$ cat src/rtl/score_display_driver.sv
// Multi-digit 7-segment driver: binary value shown in decimal (serial double-dabble)
// or hex, with leading-zero blanking, overflow dashes and a blink mask.
//
// state  | meaning
// IDLE   | waiting for load; display holds last result
// SHIFT  | double-dabble conversion, one value bit per cycle
// UPDATE | copy converted/captured digits into the display registers
module score_display_driver #(
  parameter int NUM_DIGITS    = 4,
  parameter int BIN_WIDTH     = 14,
  parameter int BLANK_LEADING = 1,
  parameter int BLINK_DIV     = 25000000
) (
  input  logic                    clk,
  input  logic                    reset,
  input  logic [BIN_WIDTH-1:0]    value,
  input  logic                    load,
  input  logic                    hex_mode,
  input  logic                    blink_en,
  output logic [7*NUM_DIGITS-1:0] hex_out,
  output logic                    busy,
  output logic                    overflow
);

  localparam int BW = 4 * NUM_DIGITS;
  localparam int CW = $clog2(BIN_WIDTH + 1);
  localparam int DW = $clog2(BLINK_DIV);
  localparam logic [63:0] DEC_MAX = 64'(10 ** NUM_DIGITS - 1);

  typedef enum logic [1:0] {IDLE, SHIFT, UPDATE} state_t;

  state_t                  state, state_nxt;
  logic [BIN_WIDTH-1:0]    value_sr;
  logic [BW-1:0]           bcd, bcd_shift;
  logic [CW-1:0]           cnt;
  logic                    ovf_q;
  logic [7*NUM_DIGITS-1:0] disp, disp_nxt;
  logic [DW-1:0]           blink_cnt;
  logic                    blink_off;

  logic [BIN_WIDTH+BW-1:0] value_w;
  logic [BW-1:0]           hex_val;
  logic                    hex_ovf, dec_ovf, ovf_in;

  assign value_w = {{BW{1'b0}}, value};
  assign hex_val = value_w[BW-1:0];
  assign hex_ovf = |(value_w >> BW);
  assign dec_ovf = 64'(value) > DEC_MAX;
  assign ovf_in  = hex_mode ? hex_ovf : dec_ovf;

  function automatic logic [6:0] seg7(input logic [3:0] d);
    case (d)
      4'h0: seg7 = 7'h40;  4'h1: seg7 = 7'h79;  4'h2: seg7 = 7'h24;  4'h3: seg7 = 7'h30;
      4'h4: seg7 = 7'h19;  4'h5: seg7 = 7'h12;  4'h6: seg7 = 7'h02;  4'h7: seg7 = 7'h78;
      4'h8: seg7 = 7'h00;  4'h9: seg7 = 7'h10;  4'hA: seg7 = 7'h08;  4'hB: seg7 = 7'h03;
      4'hC: seg7 = 7'h46;  4'hD: seg7 = 7'h21;  4'hE: seg7 = 7'h06;  default: seg7 = 7'h0E;
    endcase
  endfunction

  always_ff @(posedge clk or posedge reset) begin
    if (reset) state <= IDLE;
    else       state <= state_nxt;
  end

  always_comb begin
    state_nxt = state;
    case (state)
      IDLE:    if (load) state_nxt = (hex_mode || ovf_in) ? UPDATE : SHIFT;
      SHIFT:   if (cnt == CW'(1)) state_nxt = UPDATE;
      UPDATE:  state_nxt = IDLE;
      default: state_nxt = IDLE;
    endcase
  end

  // Add-3 on every nibble >= 5, then shift in the next value bit (MSB first).
  always_comb begin
    logic [BW-1:0] adj;
    adj = bcd;
    for (int i = 0; i < NUM_DIGITS; i++)
      if (adj[4*i +: 4] >= 4'd5) adj[4*i +: 4] = adj[4*i +: 4] + 4'd3;
    bcd_shift = {adj[BW-2:0], value_sr[BIN_WIDTH-1]};
  end

  always_comb begin
    logic lead;
    lead     = (BLANK_LEADING != 0);
    disp_nxt = '1;
    for (int i = NUM_DIGITS - 1; i >= 0; i--) begin
      if (ovf_q)
        disp_nxt[7*i +: 7] = 7'h3F;
      else if (lead && (bcd[4*i +: 4] == 4'h0) && (i != 0))
        disp_nxt[7*i +: 7] = 7'h7F;
      else begin
        disp_nxt[7*i +: 7] = seg7(bcd[4*i +: 4]);
        lead = 1'b0;
      end
    end
  end

  always_ff @(posedge clk or posedge reset) begin
    if (reset) begin
      value_sr <= '0;
      bcd      <= '0;
      cnt      <= '0;
      ovf_q    <= 1'b0;
      disp     <= '1;
      busy     <= 1'b0;
      overflow <= 1'b0;
    end else begin
      case (state)
        IDLE: if (load) begin
          ovf_q    <= ovf_in;
          value_sr <= value;
          cnt      <= CW'(BIN_WIDTH);
          if (hex_mode || ovf_in) begin
            bcd <= hex_val;
          end else begin
            bcd  <= '0;
            busy <= 1'b1;
          end
        end
        SHIFT: begin
          bcd      <= bcd_shift;
          value_sr <= {value_sr[BIN_WIDTH-2:0], 1'b0};
          cnt      <= cnt - CW'(1);
        end
        UPDATE: begin
          disp     <= disp_nxt;
          overflow <= ovf_q;
          busy     <= 1'b0;
        end
        default: ;
      endcase
    end
  end

  always_ff @(posedge clk or posedge reset) begin
    if (reset) begin
      blink_cnt <= '0;
      blink_off <= 1'b0;
    end else if (blink_cnt == DW'(BLINK_DIV - 1)) begin
      blink_cnt <= '0;
      blink_off <= ~blink_off;
    end else begin
      blink_cnt <= blink_cnt + DW'(1);
    end
  end

  // Blink mask sits after the display registers so blink_en acts immediately.
  assign hex_out = (blink_en && blink_off) ? '1 : disp;

endmodule

$ cat config.mk
export PLATFORM = sky130hd
export DESIGN_NAME = score_display_driver
export DESIGN_NICKNAME = d
export VERILOG_FILES = /design/src/rtl/score_display_driver.sv
export SDC_FILE = /design/constraint.sdc
export NUM_CORES = 1
export LEC_CHECK = 0
export BUFFER_PORTS_ARGS = -buffer_cell sky130_fd_sc_hd__buf_2
export CORE_UTILIZATION = 59
export CTS_BUF_LIST = sky130_fd_sc_hd__clkbuf_2 sky130_fd_sc_hd__clkbuf_4 sky130_fd_sc_hd__clkbuf_8
export DETAILED_ROUTE_END_ITERATION = 12
export PLACE_DENSITY_LB_ADDON = 0.05
export SETUP_SLACK_MARGIN = 0.05
export SLEW_MARGIN = 25
export SYNTH_ARGS = -nofsm -noshare
export SYNTH_HDL_FRONTEND = slang
export SYNTH_SLANG_ARGS = --single-unit
export TNS_END_PERCENT = 30
$ cat constraint.sdc
create_clock -name clk -period 2.9 [get_ports clk]
set_input_delay 0.145 -clock clk [delete_from_list [all_inputs] [get_ports clk]]
set_output_delay 0.145 -clock clk [all_outputs]
set_load 0.05 [all_outputs]
== Word-level counts from Yosys, hierarchy flattened ==
Memories as Yosys holds them, arrays and structs flattened.
Index checks and enable logic that the tools add are counted.
W data, S select, Z words.

* Bits in registers: 93
* Latch bits: 0
* RAM bits: 0
* ROM bits: 448
* Bits of input ports: 19
* Word-level logic and storage cells: 79
* Memories kept: 4

* Add/subtract/negate cells: 6
* Multipliers: 0
* Divide/modulo/power cells: 0
* Magnitude comparators: 5
* Eq/ne operators: 7
* Shift operators: 0
* Mux-type cells: 32
* Bitwise logic cells: 1
* Reduce and logical (&&, ||, !) cells: 14

{| class="wikitable"
|+ Memories
! name !! words !! width !! rd ports !! clocked after Yosys merged registers in !! wr ports !! RTL line !! source
|-
| (name not given) || 16 || 7 || 1 || 0 || 0 || 52 || <nowiki>case (d)</nowiki>
|-
| (name not given) || 16 || 7 || 1 || 0 || 0 || 52 ||
|-
| (name not given) || 16 || 7 || 1 || 0 || 0 || 52 ||
|-
| (name not given) || 16 || 7 || 1 || 0 || 0 || 52 ||
|}

{| class="wikitable"
|+ Operators by type and width
! operator !! number
|-
| $mux W7 || 7
|-
| $pmux W16 S2 || 1
|-
| $mux W14 || 2
|-
| $mux W28 || 1
|-
| $pmux W14 S2 || 1
|-
| $add A25 B1 Y25 const B || 1
|-
| $eq A25 B25 Y1 const B || 1
|-
| $mux W25 || 1
|-
| $ge A4 B3 Y1 const B || 4
|-
| $mux W16 || 1
|-
| $mux W4 || 4
|-
| $gt A14 B14 Y1 const B || 1
|-
| $add A4 B2 Y4 const B || 3
|-
| $logic_not A4 Y1 || 3
|-
| $pmux W4 S2 || 1
|-
| $mux W1 || 7
|-
| $mux W2 || 3
|-
| $ne A2 B2 Y1 const B || 3
|-
| $reduce_and A2 Y1 || 3
|-
| $eq A4 B1 Y1 const B || 1
|-
| $pmux W2 S2 || 1
|-
| $reduce_bool A2 Y1 || 2
|-
| $sub A4 B1 Y4 const B || 1
|-
| $add A3 B2 Y3 const B || 1
|-
| other kinds (9) || 11
|}

== Longest topological paths before layout ==
Gate-level depths: netlist of the first run.

* Depth in word-level cells: 9
* Mapped depth: 8
* Depth with buffers taken out: 7

== Worst setup path after synthesis of the first run ==
Ideal clock, no wire load.

* Kind: register -> register
* Start point: reg bcd[0]
* End point: reg bcd[4]
* Library setup time: 77 ps
* Arrival: 1727 ps
* Required time: 2823 ps
* Path slack: 1095 ps
* Stages on the path, launching flop included: 9
* Clock period less this slack: 1805 ps
* Cell sequence: dfrtp_1 clkbuf_1 inv_1 ha_1 nand2b_1 or3b_2 a21oi_1 a31oi_1 a21oi_1

* Word-level cells in the longest chain between the ends: 3
* Elaborated cells on any way between the ends: 4

{| class="wikitable"
|+ Ends and longest elaborated chain
! element !! RTL line !! source
|-
| start: declaration || 34 || <nowiki>logic [BW-1:0] bcd, bcd_shift;</nowiki>
|-
| start signal: assignment || 116 || <nowiki>bcd <= hex_val;</nowiki>
|-
| start signal: assignment || 123 || <nowiki>bcd <= bcd_shift;</nowiki>
|-
| $add A4 B2 Y4 or $ge A4 B3 Y1 (tied branches) || 80 || <nowiki>if (adj[4*i +: 4] >= 4'd5) adj[4*i +: 4] = adj[4*i +: 4] + 4'd3;</nowiki>
|-
| $mux W4 * || 80 ||
|-
| $pmux W16 S2 * || 110 || <nowiki>case (state)</nowiki>
|}

Mark *: on every way between the ends. The rest lies on a longest branch, timed or not.
A chain may end at the register's enable or synchronous reset.

== Worst setup path in the final report of the first run ==
* Start point: reg bcd[12]
* End point: reg disp[14]

* Word-level cells in the longest chain between the ends: 6

{| class="wikitable"
|+ Ends and longest elaborated chain
! element !! RTL line !! source
|-
| $logic_not A4 Y1 || 91 || <nowiki>else if (lead && (bcd[4*i +: 4] == 4'h0) && (i != 0))</nowiki>
|-
| $mux W1 || 91 ||
|-
| $mux W1 || 89 || <nowiki>if (ovf_q)</nowiki>
|-
| $logic_and A1 B1 Y1 || 91 ||
|-
| $mux W7 || 91 ||
|-
| $mux W7 || 89 ||
|-
| end signal: assignment || 128 || <nowiki>disp <= disp_nxt;</nowiki>
|-
| end: declaration || 37 || <nowiki>logic [7*NUM_DIGITS-1:0] disp, disp_nxt;</nowiki>
|}

Every way passes these cells.

==> summary.log, run 1 <==
INFO  floorplan      ios=49
INFO  yosys          synth_enable_flop_cells=0
INFO  yosys          synth.yosys.seq_area_share=0.428
INFO  global_routing pin_count_of_the_biggest_net_entering_global_routing=84
INFO  detailed_routing drc=0
INFO  yosys          synth-main-ff-cell=sky130_fd_sc_hd__dfrtp_1
INFO  yosys          yosysUniqueCellTypes=53
INFO  detailed_routing firstDrtPassIters=4
INFO  detailed_routing ant_nets=0
INFO  worst_hold_path worst_hold_path_class=in2reg
INFO  detailed_routing finalWirelength=12.3mm
INFO  clocking       cts.path.max_buffers=2
INFO  final_layout   final_cell_count_no_fill=755
INFO  yosys          syn-num-nets=653
INFO  power_and_ir_drop power-per-cell-area=1090mW/mm2
INFO  final_layout   fill_cells=714
INFO  critical_path  worst_r2r_path_depth=5
INFO  floorplan      floorplan.die.height=98.7um
INFO  critical_path  cp_num_buf_inv=1
INFO  floorplan      floorplan.die_area=0.00975mm2
INFO  timing         timing.final.setup_violations=0
INFO  power_and_ir_drop irDropWorstVdd=0.000603V
INFO  clocking       clkLatencyLatePin=0.36ns
INFO  clocking       cts.sink_count=93
INFO  clocking       cts.clk_slew.worst_paths=0.09ns
INFO  timing         rsz0062_at_grt=no
INFO  timing         skew=0.0114ns
INFO  critical_path  cp_num_cells=5
INFO  yosys          syn-cell-area=0.00552mm2
INFO  critical_path  reg2reg_setup_slack=0.75ns
INFO  detailed_routing post_dr_vias_cell=5.92
INFO  yosys          post_synth_inst_count=607
INFO  timing         finalSetupTns=0ns
INFO  final_layout   flow.area_growth_from_synthesis=9.93%
INFO  detailed_routing routedWlPerCell=16.3um
INFO  place          dp_worst_setup_slack=0.776ns
INFO  place          placed_cells=738
INFO  critical_path  crit_path_max_fanout=7
INFO  worst_hold_path min_path_cells=2
INFO  detailed_routing detail_route.iter0.violations=176
INFO  global_routing grt_antenna_before_repair=0
INFO  timing         fmax=464MHz
INFO  place          placement.io_buffers=48
INFO  place          dp.final_hpwl=8.80mm
INFO  timing         final_max_slew_viol_count=0
INFO  timing         worst_slew_pin_slew=0.780ns
INFO  place          post_place_instance_area=0.00585mm2
INFO  global_routing first_global_vias=4279
INFO  global_routing gr_overflow_total=0
INFO  timing         min_period_over_period=0.743
INFO  critical_path  cp_top_family=compound AO/OA/AOI/OAI gates
INFO  final_layout   drive_above_1_share=0.181
INFO  global_routing grtUsageTotal=0.267
INFO  critical_path  timing.critical_path.required=3.16ns
INFO  floorplan      placeableCoreArea=0.00889mm2
INFO  final_layout   nNetsFinal=688
INFO  detailed_routing via_count=4472
INFO  clocking       post-cts-setup-buffers=0
INFO  timing         worst_hold_slack=0.000559ns
INFO  critical_path  worstSetupEndpointType=register
INFO  clocking       tritoncts_clock_tree=done
INFO  critical_path  cpMaxStageDelayCell=sky130_fd_sc_hd__a311oi_1
INFO  final_layout   antenna_cells_inserted=0
INFO  power_and_ir_drop static_leakage_power=2.81nW
INFO  critical_path  crit_chain=inv_1 -> ha_1 -> a21o_1 -> a311oi_1 -> a21oi_1
INFO  yosys          synth_area_per_cell=9.10um2
INFO  yosys          synth.ff_latch_count=93
INFO  outcome        status=finished, final reports clean
INFO  yosys          ys_warn_count=0
INFO  timing         final.setup.worst_slack=0.746ns
INFO  clocking       clock_tree_root=sky130_fd_sc_hd__clkbuf_8
INFO  yosys          ys_async_sr_fraction=1.00
INFO  critical_path  worstPathArrival=2.41ns
INFO  floorplan      dieWidth=98.7um
INFO  floorplan      initial_core_util=0.621
INFO  critical_path  crit_path_max_incr_delay=0.72ns
INFO  timing         final_hold_viol_count=0
INFO  place          finalWeightedCongestion=0.855
INFO  global_routing grt_first_pass_wirelength=20.8mm
INFO  flow_run       maxCapViolCount=0
INFO  final_layout   final_design_area_no_fill=0.00607mm2
INFO  timing         slew_headroom=0.476
INFO  clocking       cts_max_level=3
INFO  critical_path  cp-start-kind=register
INFO  critical_path  path_class=reg2reg
INFO  timing         final.min_clock_period=2.15ns
INFO  floorplan      rows=34
INFO  clocking       tritoncts.num_buffers=9
[flip-flops by register name, indices dropped and copies added (netlist names)]
register / cells
blink_cnt: 25
disp: 28
bcd: 16
overflow: 1
cnt: 4
state: 2
ovf_q: 1
busy: 1
value_sr: 14
blink_off: 1
[power breakdown]
group	switching, mW	total, mW	internal (mW)	leakage (nW)
registers	0.543	2.38	1.84	1.12
logic	2.07	3.31	1.23	1.59
clock network	0.470	0.901	0.432	0.0912
[synth_stat cells (3+ instances only)]
cell type,count,area share
sky130_fd_sc_hd__nand2b_1,39,0.044
sky130_fd_sc_hd__a32oi_1,8,0.013
sky130_fd_sc_hd__a31oi_1,9,0.010
sky130_fd_sc_hd__a21oi_1,41,0.037
sky130_fd_sc_hd__nand3_1,16,0.015
sky130_fd_sc_hd__nand3b_1,4,0.0054
sky130_fd_sc_hd__clkbuf_1,32,0.022
sky130_fd_sc_hd__a211oi_1,5,0.0068
sky130_fd_sc_hd__ha_1,27,0.061
sky130_fd_sc_hd__nand4_1,7,0.0079
sky130_fd_sc_hd__nor4_1,3,0.0034
sky130_fd_sc_hd__dfstp_2,28,0.13
sky130_fd_sc_hd__nor2_1,63,0.043
sky130_fd_sc_hd__nor3_1,3,0.0027
sky130_fd_sc_hd__a22o_1,4,0.0063
sky130_fd_sc_hd__nor2b_1,9,0.010
sky130_fd_sc_hd__dfrtp_1,65,0.29
sky130_fd_sc_hd__xor2_1,16,0.025
sky130_fd_sc_hd__inv_1,21,0.014
sky130_fd_sc_hd__a22oi_1,3,0.0041
sky130_fd_sc_hd__o22a_1,3,0.0048
sky130_fd_sc_hd__xnor2_1,11,0.017
sky130_fd_sc_hd__o21ai_0,54,0.049
sky130_fd_sc_hd__and3b_1,13,0.021
sky130_fd_sc_hd__and3_1,7,0.0079
sky130_fd_sc_hd__mux2i_1,13,0.024
sky130_fd_sc_hd__mux4_2,3,0.012
sky130_fd_sc_hd__o31ai_1,4,0.0054
sky130_fd_sc_hd__nand2_1,61,0.041
sky130_fd_sc_hd__o211ai_1,3,0.0041
[metrics by stage]
step / power, mW / util
floorplan: 4.89 / -
global placement: 5.58 / 0.658
detailed placement: 5.69 / 0.658
CTS: 6.60 / 0.682
global route: 7.07 / 0.683
finish: 6.59 / 0.683
[routing by layer]
metal,up-vias,routed length [um],global-route usage
li1,2191,-,-
met1,2175,5770,0.362
met2,95,6020,0.459
met3,11,428,0.0284
met4,0,129,0.0700
met5,-,0,0
[cells by family (layout without fill, tap and decap cells)]
| family | Yosys count | after routing | synth area share |
|---|---|---|---|
| mux | 18 | 18 | 0.0399 |
| simple gates | 239 | 239 | 0.230 |
| buf+inv | 57 | 97 | 0.0399 |
| xor+xnor | 27 | 27 | 0.0428 |
| flops | 93 | 93 | 0.428 |
| fa+ha+maj | 27 | 27 | 0.0612 |
| compound gates | 146 | 146 | 0.159 |
[layout by cell type (no fill, tap or decap), types with 3 or more instances in the layout]
cell and count:
sky130_fd_sc_hd__dfrtp_1 65, sky130_fd_sc_hd__a31oi_1 9, sky130_fd_sc_hd__o31ai_1 4, sky130_fd_sc_hd__and3b_1 13, sky130_fd_sc_hd__o22a_1 3, sky130_fd_sc_hd__nand4_1 7
sky130_fd_sc_hd__ha_1 27, sky130_fd_sc_hd__a32oi_1 8, sky130_fd_sc_hd__nor2b_1 9, sky130_fd_sc_hd__mux4_2 3, sky130_fd_sc_hd__clkbuf_8 10, sky130_fd_sc_hd__a21oi_1 41
sky130_fd_sc_hd__a22o_1 4, sky130_fd_sc_hd__nand2b_1 39, sky130_fd_sc_hd__clkinvlp_4 4, sky130_fd_sc_hd__nand2_1 60, sky130_fd_sc_hd__nand3b_1 4, sky130_fd_sc_hd__buf_4 10
sky130_fd_sc_hd__and3_1 7, sky130_fd_sc_hd__nor2_1 63, sky130_fd_sc_hd__inv_1 20, sky130_fd_sc_hd__a211oi_1 5, sky130_fd_sc_hd__o21ai_0 54, sky130_fd_sc_hd__nor3_1 3
sky130_fd_sc_hd__nor4_1 3, sky130_fd_sc_hd__a22oi_1 3, sky130_fd_sc_hd__nand3_1 16, sky130_fd_sc_hd__mux2i_1 13, sky130_fd_sc_hd__o211ai_1 3, sky130_fd_sc_hd__dfstp_2 28
sky130_fd_sc_hd__xnor2_1 11, sky130_fd_sc_hd__xor2_1 16, sky130_fd_sc_hd__buf_2 48
[path summary, 6_finish.rpt]
kind	start	end
min reg2reg	disp[24]	disp[24]
max in group asynchronous	reset	disp[22]
min in group asynchronous	reset	blink_cnt[18]
max	bcd[12]	disp[14]
min	hex_mode	ovf_q
max reg2reg	bcd[12]	disp[14]
[cell type report]
type | instances | area, um2 | share of cell area
flip-flops and latches | 93 | 2360 | 0.389
multi-input cells | 457 | 2940 | 0.485
repair buffers | 60 | 345 | 0.0569
inverters | 21 | 80.1 | 0.0132
well taps | 108 | 135 | 0.0223
clock inverters | 5 | 60.1 | 0.00989
clock buffers | 11 | 145 | 0.0239
[repair_timing]
item | CTS | global route
hold buffers | 1 | 0
resized for setup | 0 | 0
hold endpoints to repair | 10 | 0
No activity file was read; power rests on OpenSTA's default activity.
==> inputs of run 2 (changes only) <==
--- a/config.mk
+++ b/config.mk
@@ -6,7 +6,7 @@
 export NUM_CORES = 1
 export LEC_CHECK = 0
 export BUFFER_PORTS_ARGS = -buffer_cell sky130_fd_sc_hd__buf_2
-export CORE_UTILIZATION = 59
+export CORE_UTILIZATION = 56
 export CTS_BUF_LIST = sky130_fd_sc_hd__clkbuf_2 sky130_fd_sc_hd__clkbuf_4 sky130_fd_sc_hd__clkbuf_8
 export DETAILED_ROUTE_END_ITERATION = 12
 export PLACE_DENSITY_LB_ADDON = 0.05
==> constraint.sdc (replaced) <==
create_clock -name clk -period 1.8 [get_ports clk]
set_input_delay 0.09 -clock clk [delete_from_list [all_inputs] [get_ports clk]]
set_output_delay 0.09 -clock clk [all_outputs]
set_load 0.05 [all_outputs]
==> run 2 against run 1 <==
Against the previous run:
- register-to-register slack got worse by 0.64 ns
- sequential share of layout area decreased by 2.8 points
- power rose by 72%
- die area is 5.2% higher
- clock skew decreased by 0.0015 ns
- count of clock-buffer cells in the layout fell by 2
- via count grew 4.7%
- sequential power increased by 49%
- combinational power rose by 88%
- maximum frequency grew 27%
- critical path type unchanged
- largest power group unchanged
==> summary.log, run 2 (synthesized netlist as in run 1, its figures left out) <==
INFO  outcome        status=finished, final reports clean
INFO  detailed_routing routedWlPerCell=15.4um
INFO  timing         skew=0.00990ns
INFO  power_and_ir_drop static_leakage_power=3.05nW
INFO  flow_run       maxCapViolCount=0
INFO  clocking       cts.path.max_buffers=2
INFO  detailed_routing post_dr_vias_cell=5.68
INFO  critical_path  crit_path_max_fanout=5
INFO  final_layout   leading_cell_type_in_the_layout_fill_and_taps_excluded=sky130_fd_sc_hd__nor2_1
INFO  critical_path  cp_num_buf_inv=2
INFO  place          dp_worst_setup_slack=0.0130ns
INFO  global_routing gr_overflow_total=0
INFO  global_routing first_global_vias=4512
INFO  power_and_ir_drop power-per-cell-area=1730mW/mm2
INFO  detailed_routing drc=0
INFO  critical_path  cpMaxStageDelayCell=sky130_fd_sc_hd__dfrtp_1
INFO  floorplan      dieWidth=101um
INFO  floorplan      placeableCoreArea=0.00942mm2
INFO  global_routing grtUsageTotal=0.261
INFO  timing         final.setup.worst_slack=0.104ns
INFO  timing         fmax=590MHz
INFO  power_and_ir_drop irDropWorstVdd=0.00108V
INFO  timing         slew_headroom=0.655
INFO  timing         final_max_slew_viol_count=0
INFO  final_layout   registers.top_by_ff_count=disp
INFO  critical_path  reg2reg_setup_slack=0.10ns
INFO  place          dp.final_hpwl=8.95mm
INFO  timing         timing.final.setup_violations=0
INFO  global_routing grt_first_pass_wirelength=21.0mm
INFO  timing         worst_hold_slack=0.00785ns
INFO  floorplan      ios=49
INFO  clocking       cts.clk_slew.worst_paths=0.10ns
INFO  floorplan      floorplan.die_area=0.0103mm2
INFO  final_layout   largestRegisters=disp x28, blink_cnt x25, bcd x16
INFO  timing         worst_slew_pin_slew=0.513ns
INFO  clocking       tritoncts_clock_tree=done
INFO  detailed_routing ant_nets=0
INFO  critical_path  cp-start-kind=register
INFO  final_layout   flow.area_growth_from_synthesis=18.5%
INFO  global_routing pin_count_of_the_biggest_net_entering_global_routing=94
INFO  critical_path  crit_path_max_incr_delay=0.42ns
INFO  critical_path  cp_top_family=flip-flops
INFO  floorplan      floorplan.die.height=101um
INFO  critical_path  worstPathArrival=1.98ns
INFO  clocking       cts.sink_count=93
INFO  final_layout   nNetsFinal=736
INFO  critical_path  worstSetupEndpointType=register
INFO  place          finalWeightedCongestion=0.849
INFO  clocking       cts_max_level=3
INFO  detailed_routing firstDrtPassIters=4
INFO  clocking       clkLatencyLatePin=0.37ns
INFO  final_layout   antenna_cells_inserted=0
INFO  clocking       clock_tree_root=sky130_fd_sc_hd__clkbuf_8
INFO  clocking       tritoncts.num_buffers=9
INFO  detailed_routing detail_route.iter0.violations=191
INFO  final_layout   largest_register_ffs=28
INFO  power_and_ir_drop p_total=11.3mW
INFO  critical_path  path_class=reg2reg
INFO  critical_path  timing.critical_path.required=2.08ns
INFO  detailed_routing via_count=4683
INFO  place          placed_cells=796
INFO  final_layout   drive_above_1_share=0.260
INFO  timing         final_hold_viol_count=0
INFO  floorplan      rows=35
INFO  timing         min_period_over_period=0.942
INFO  final_layout   layout_common_cells=sky130_fd_sc_hd__nor2_1, sky130_fd_sc_hd__dfrtp_1, sky130_fd_sc_hd__nand2_1
INFO  timing         final.min_clock_period=1.70ns
INFO  critical_path  crit_chain=buf_4 -> ha_1 -> buf_4 -> mux2i_1 -> nor2_1 -> a2111oi_1 -> nor2_1
INFO  timing         rsz0062_at_grt=yes
INFO  final_layout   final_cell_count_no_fill=824
INFO  detailed_routing finalWirelength=12.7mm
INFO  global_routing grt_antenna_before_repair=0
INFO  floorplan      initial_core_util=0.586
INFO  place          placement.io_buffers=48
INFO  worst_hold_path worst_hold_path_class=in2reg
==> run 2: final cells by class <==
type | count | area [um2]
clock buffers | 9 | 124
clock inverters | 7 | 97.6
fillers | 743 | 2870
inverters | 21 | 82.6
multi-input cells | 457 | 3000
flip-flops and latches | 93 | 2370
well taps | 129 | 161
repair buffers | 108 | 713
==> run 2: worst paths after layout <==
| check | startpoint | end | cells past startpoint |
|---|---|---|---|
| worst max-delay path | bcd[0] | disp[4] | 7 |
| worst min-delay path | value[1] | bcd[1] | 3 |
| worst max register to register | bcd[0] | disp[4] | 7 |
| worst min register to register | disp[3] | disp[3] | 2 |
| max in group asynchronous | reset | disp[7] | 4 |
| min in group asynchronous | reset | bcd[1] | 4 |
==> run 2: tightest hold or removal path: cells and delay by family <==
family	cells	cell delay, ns
compound gates	2	0.15
buf+inv	1	0.10
==> run 2: repair_timing <==
action	4_1_cts	5_1_grt
setup buffers	1	7
hold buffers	4	0
pin swaps	0	9
hold endpoints to repair	69	0
gates resized for setup	2	20
cloned	0	0
endpoints found under the setup margin	4	34
==> run 2: metrics by stage <==
stage	cell area, um2	setup TNS (ns)	util
after global routing	6540	-0.0214	0.695
after floorplan	5530	-0.00463	-
after global placement	6160	0	0.654
after detailed placement	6160	0	0.654
final	6540	0	0.695
after CTS	6430	0	0.683
==> run 2: where the power goes <==
group / switching (mW) / internal, mW / leakage (nW)
Sequential: 0.582 / 2.97 / 1.12
Clock: 0.794 / 0.790 / 0.106
Combinational: 3.76 / 2.45 / 1.83
Total: 5.14 / 6.21 / 3.05
==> run 2: metal layers <==
layer  vias up  GRT usage  routed length (um)
met5         -          0                   0
met1      2295      0.362                6030
met4         0     0.0702                 192
met2        89      0.431                6040
met3        18     0.0380                 411
li1       2281          -                   -
==> inputs of run 3 (changes only) <==
--- a/config.mk
+++ b/config.mk
@@ -5,7 +5,7 @@
 export SDC_FILE = /design/constraint.sdc
 export NUM_CORES = 1
 export LEC_CHECK = 0
-export BUFFER_PORTS_ARGS = -buffer_cell sky130_fd_sc_hd__buf_2
+export BUFFER_PORTS_ARGS = -buffer_cell sky130_fd_sc_hd__buf_4
 export CORE_UTILIZATION = 56
 export CTS_BUF_LIST = sky130_fd_sc_hd__clkbuf_2 sky130_fd_sc_hd__clkbuf_4 sky130_fd_sc_hd__clkbuf_8
 export DETAILED_ROUTE_END_ITERATION = 12
==> run 3 against run 2 <==
Against the previous run:
- final cell count fell by 0.12%
- utilization rose by 1.2 points
- die area did not move
- hold slack improved by 0.0072 ns
- largest cell class unchanged
- maximum frequency fell by 2.3%
- largest power group unchanged
==> summary.log, run 3 (synthesized netlist as in run 1, its figures left out) <==
INFO  critical_path  worst_r2r_path_depth=7
INFO  place          placement.io_buffers=48
INFO  place          finalWeightedCongestion=0.854
INFO  global_routing gr_overflow_total=0
INFO  floorplan      floorplan.die.height=101um
INFO  global_routing first_global_vias=4432
INFO  timing         worst_hold_slack=0.0150ns
INFO  floorplan      ios=49
INFO  worst_hold_path min_path_cells=3
INFO  power_and_ir_drop static_leakage_power=3.10nW
INFO  power_and_ir_drop irDropWorstVdd=0.000922V
INFO  final_layout   drive_above_1_share=0.242
INFO  detailed_routing finalWirelength=12.6mm
INFO  final_layout   antenna_cells_inserted=0
INFO  critical_path  crit_path_max_fanout=4
INFO  timing         final_max_slew_viol_count=0
INFO  detailed_routing detail_route.iter0.violations=209
INFO  final_layout   nNetsFinal=735
INFO  timing         worst_slew_pin_slew=0.553ns
INFO  clocking       clock_tree_root=sky130_fd_sc_hd__clkbuf_8
INFO  floorplan      rows=35
INFO  critical_path  reg2reg_setup_slack=0.06ns
INFO  timing         final.min_clock_period=1.74ns
INFO  place          dp_worst_setup_slack=-0.0372ns
INFO  detailed_routing drc=0
INFO  critical_path  timing.critical_path.required=2.09ns
INFO  detailed_routing firstDrtPassIters=5
INFO  clocking       tritoncts.num_buffers=9
INFO  critical_path  worstPathArrival=2.03ns
INFO  global_routing grt_antenna_before_repair=0
INFO  clocking       cts.clk_slew.worst_paths=0.09ns
INFO  power_and_ir_drop power-per-cell-area=1730mW/mm2
INFO  detailed_routing ant_nets=0
INFO  floorplan      floorplan.die_area=0.0103mm2
INFO  critical_path  worstReg2RegEnd=bcd[4]
INFO  timing         fmax=576MHz
INFO  clocking       tritoncts_clock_tree=done
INFO  timing         skew=0.00941ns
INFO  detailed_routing via_count=4661
INFO  flow_run       maxCapViolCount=0
INFO  timing         timing.final.setup_violations=0
INFO  critical_path  cp-start-kind=register
INFO  critical_path  worstSetupEndpointType=register
INFO  timing         final_hold_viol_count=0
INFO  floorplan      placeableCoreArea=0.00942mm2
INFO  critical_path  path_class=reg2reg
INFO  outcome        status=finished, final reports clean
INFO  clocking       cts.path.max_buffers=2
INFO  final_layout   layout_common_cells=sky130_fd_sc_hd__buf_4, sky130_fd_sc_hd__dfrtp_1, sky130_fd_sc_hd__nor2_1
INFO  worst_hold_path worstHoldEndpoint=bcd[7]
INFO  worst_hold_path hold_start=value[7]
INFO  detailed_routing post_dr_vias_cell=5.66
INFO  final_layout   largestRegisters=disp x28, blink_cnt x25, bcd x16
INFO  timing         finalSetupTns=0ns
INFO  final_layout   flow.area_growth_from_synthesis=20.5%
INFO  clocking       cts.sink_count=93
INFO  global_routing grtUsageTotal=0.263
INFO  place          dp.final_hpwl=9.07mm
INFO  floorplan      dieWidth=101um
INFO  timing         final.setup.worst_slack=0.0645ns
INFO  timing         min_period_over_period=0.964
INFO  floorplan      initial_core_util=0.586
INFO  timing         rsz0062_at_grt=yes
INFO  global_routing pin_count_of_the_biggest_net_entering_global_routing=94
INFO  final_layout   leading_cell_type_in_the_layout_fill_and_taps_excluded=sky130_fd_sc_hd__buf_4
INFO  detailed_routing routedWlPerCell=15.3um
INFO  worst_hold_path worst_hold_path_class=in2reg
INFO  final_layout   registers.top_by_ff_count=disp
INFO  clocking       cts_max_level=3
INFO  final_layout   largest_register_ffs=28
INFO  timing         slew_headroom=0.631
INFO  global_routing grt_first_pass_wirelength=21.2mm
INFO  clocking       clkLatencyLatePin=0.36ns
INFO  critical_path  worst_r2r_startpoint=bcd[0]
-- run 3: cell count changes in the layout (fill, tap and decap cells not counted), moves of 3 or more --
cell | previous run | this run
sky130_fd_sc_hd__dfrtp_1 | 62 | 65
sky130_fd_sc_hd__dfrtp_2 | 3 | 0
sky130_fd_sc_hd__buf_2 | 48 | 0
sky130_fd_sc_hd__buf_4 | 55 | 98
-- run 3: final cells by class --
type	count	area [um2]
multi-input cells	457	2970
fillers	765	2760
flip-flops and latches	93	2360
repair buffers	107	847
well taps	129	161
clock buffers	9	124
clock inverters	7	105
inverters	21	82.6
-- run 3: worst max-delay path by stage --
stage,slack [ns],depth (start not counted),endpoint,from
floorplan,-0.005,8,bcd[4],bcd[0]
global placement,0.04,6,blink_off,blink_cnt[0]
detailed placement,-0.04,6,blink_off,blink_cnt[0]
finish,0.06,7,bcd[4],bcd[0]
global route,0.003,7,bcd[4],bcd[1]
CTS,0.04,7,bcd[4],bcd[0]
-- run 3: metal layers --
metal  GRT usage  vias up  share of wire  routed length [um]
met4      0.0870        0          0.012                 151
met5           0        -              0                   0
met1       0.350     2233           0.45                5620
met2       0.451      131           0.49                6240
met3      0.0276       15          0.048                 611
li1            -     2282              -                   -
-- run 3: worst max-delay path, stage by stage, from the launching register on --
cell	delay (ns)
sky130_fd_sc_hd__dfrtp_1	0.42
sky130_fd_sc_hd__inv_1	0.08
sky130_fd_sc_hd__ha_2	0.20
sky130_fd_sc_hd__nand2b_1	0.12
sky130_fd_sc_hd__or3b_2	0.47
sky130_fd_sc_hd__a21oi_2	0.18
sky130_fd_sc_hd__a31oi_1	0.06
sky130_fd_sc_hd__a21oi_1	0.14
-- run 3: timing repair --
action	CTS	global route
buffers inserted	2	1
hold buffers	6	0
pin swaps	2	1
resized for setup	0	11
setup endpoints to repair	16	30
hold endpoints to repair	71	0
-- run 3: power by group --
part           internal, mW  switching [mW]
Combinational          2.62            3.78
Sequential             2.97           0.555
Clock                 0.805           0.806
-- run 3: per-stage QoR --
step	power, mW	utilization	cells	area (um2)
after floorplan	7.88	-	607	5530
after global placement	9.65	0.670	798	6310
after detailed placement	9.85	0.670	798	6310
after CTS	11.5	0.702	822	6610
after global routing	12.4	0.706	823	6650
final	11.5	0.706	823	6650
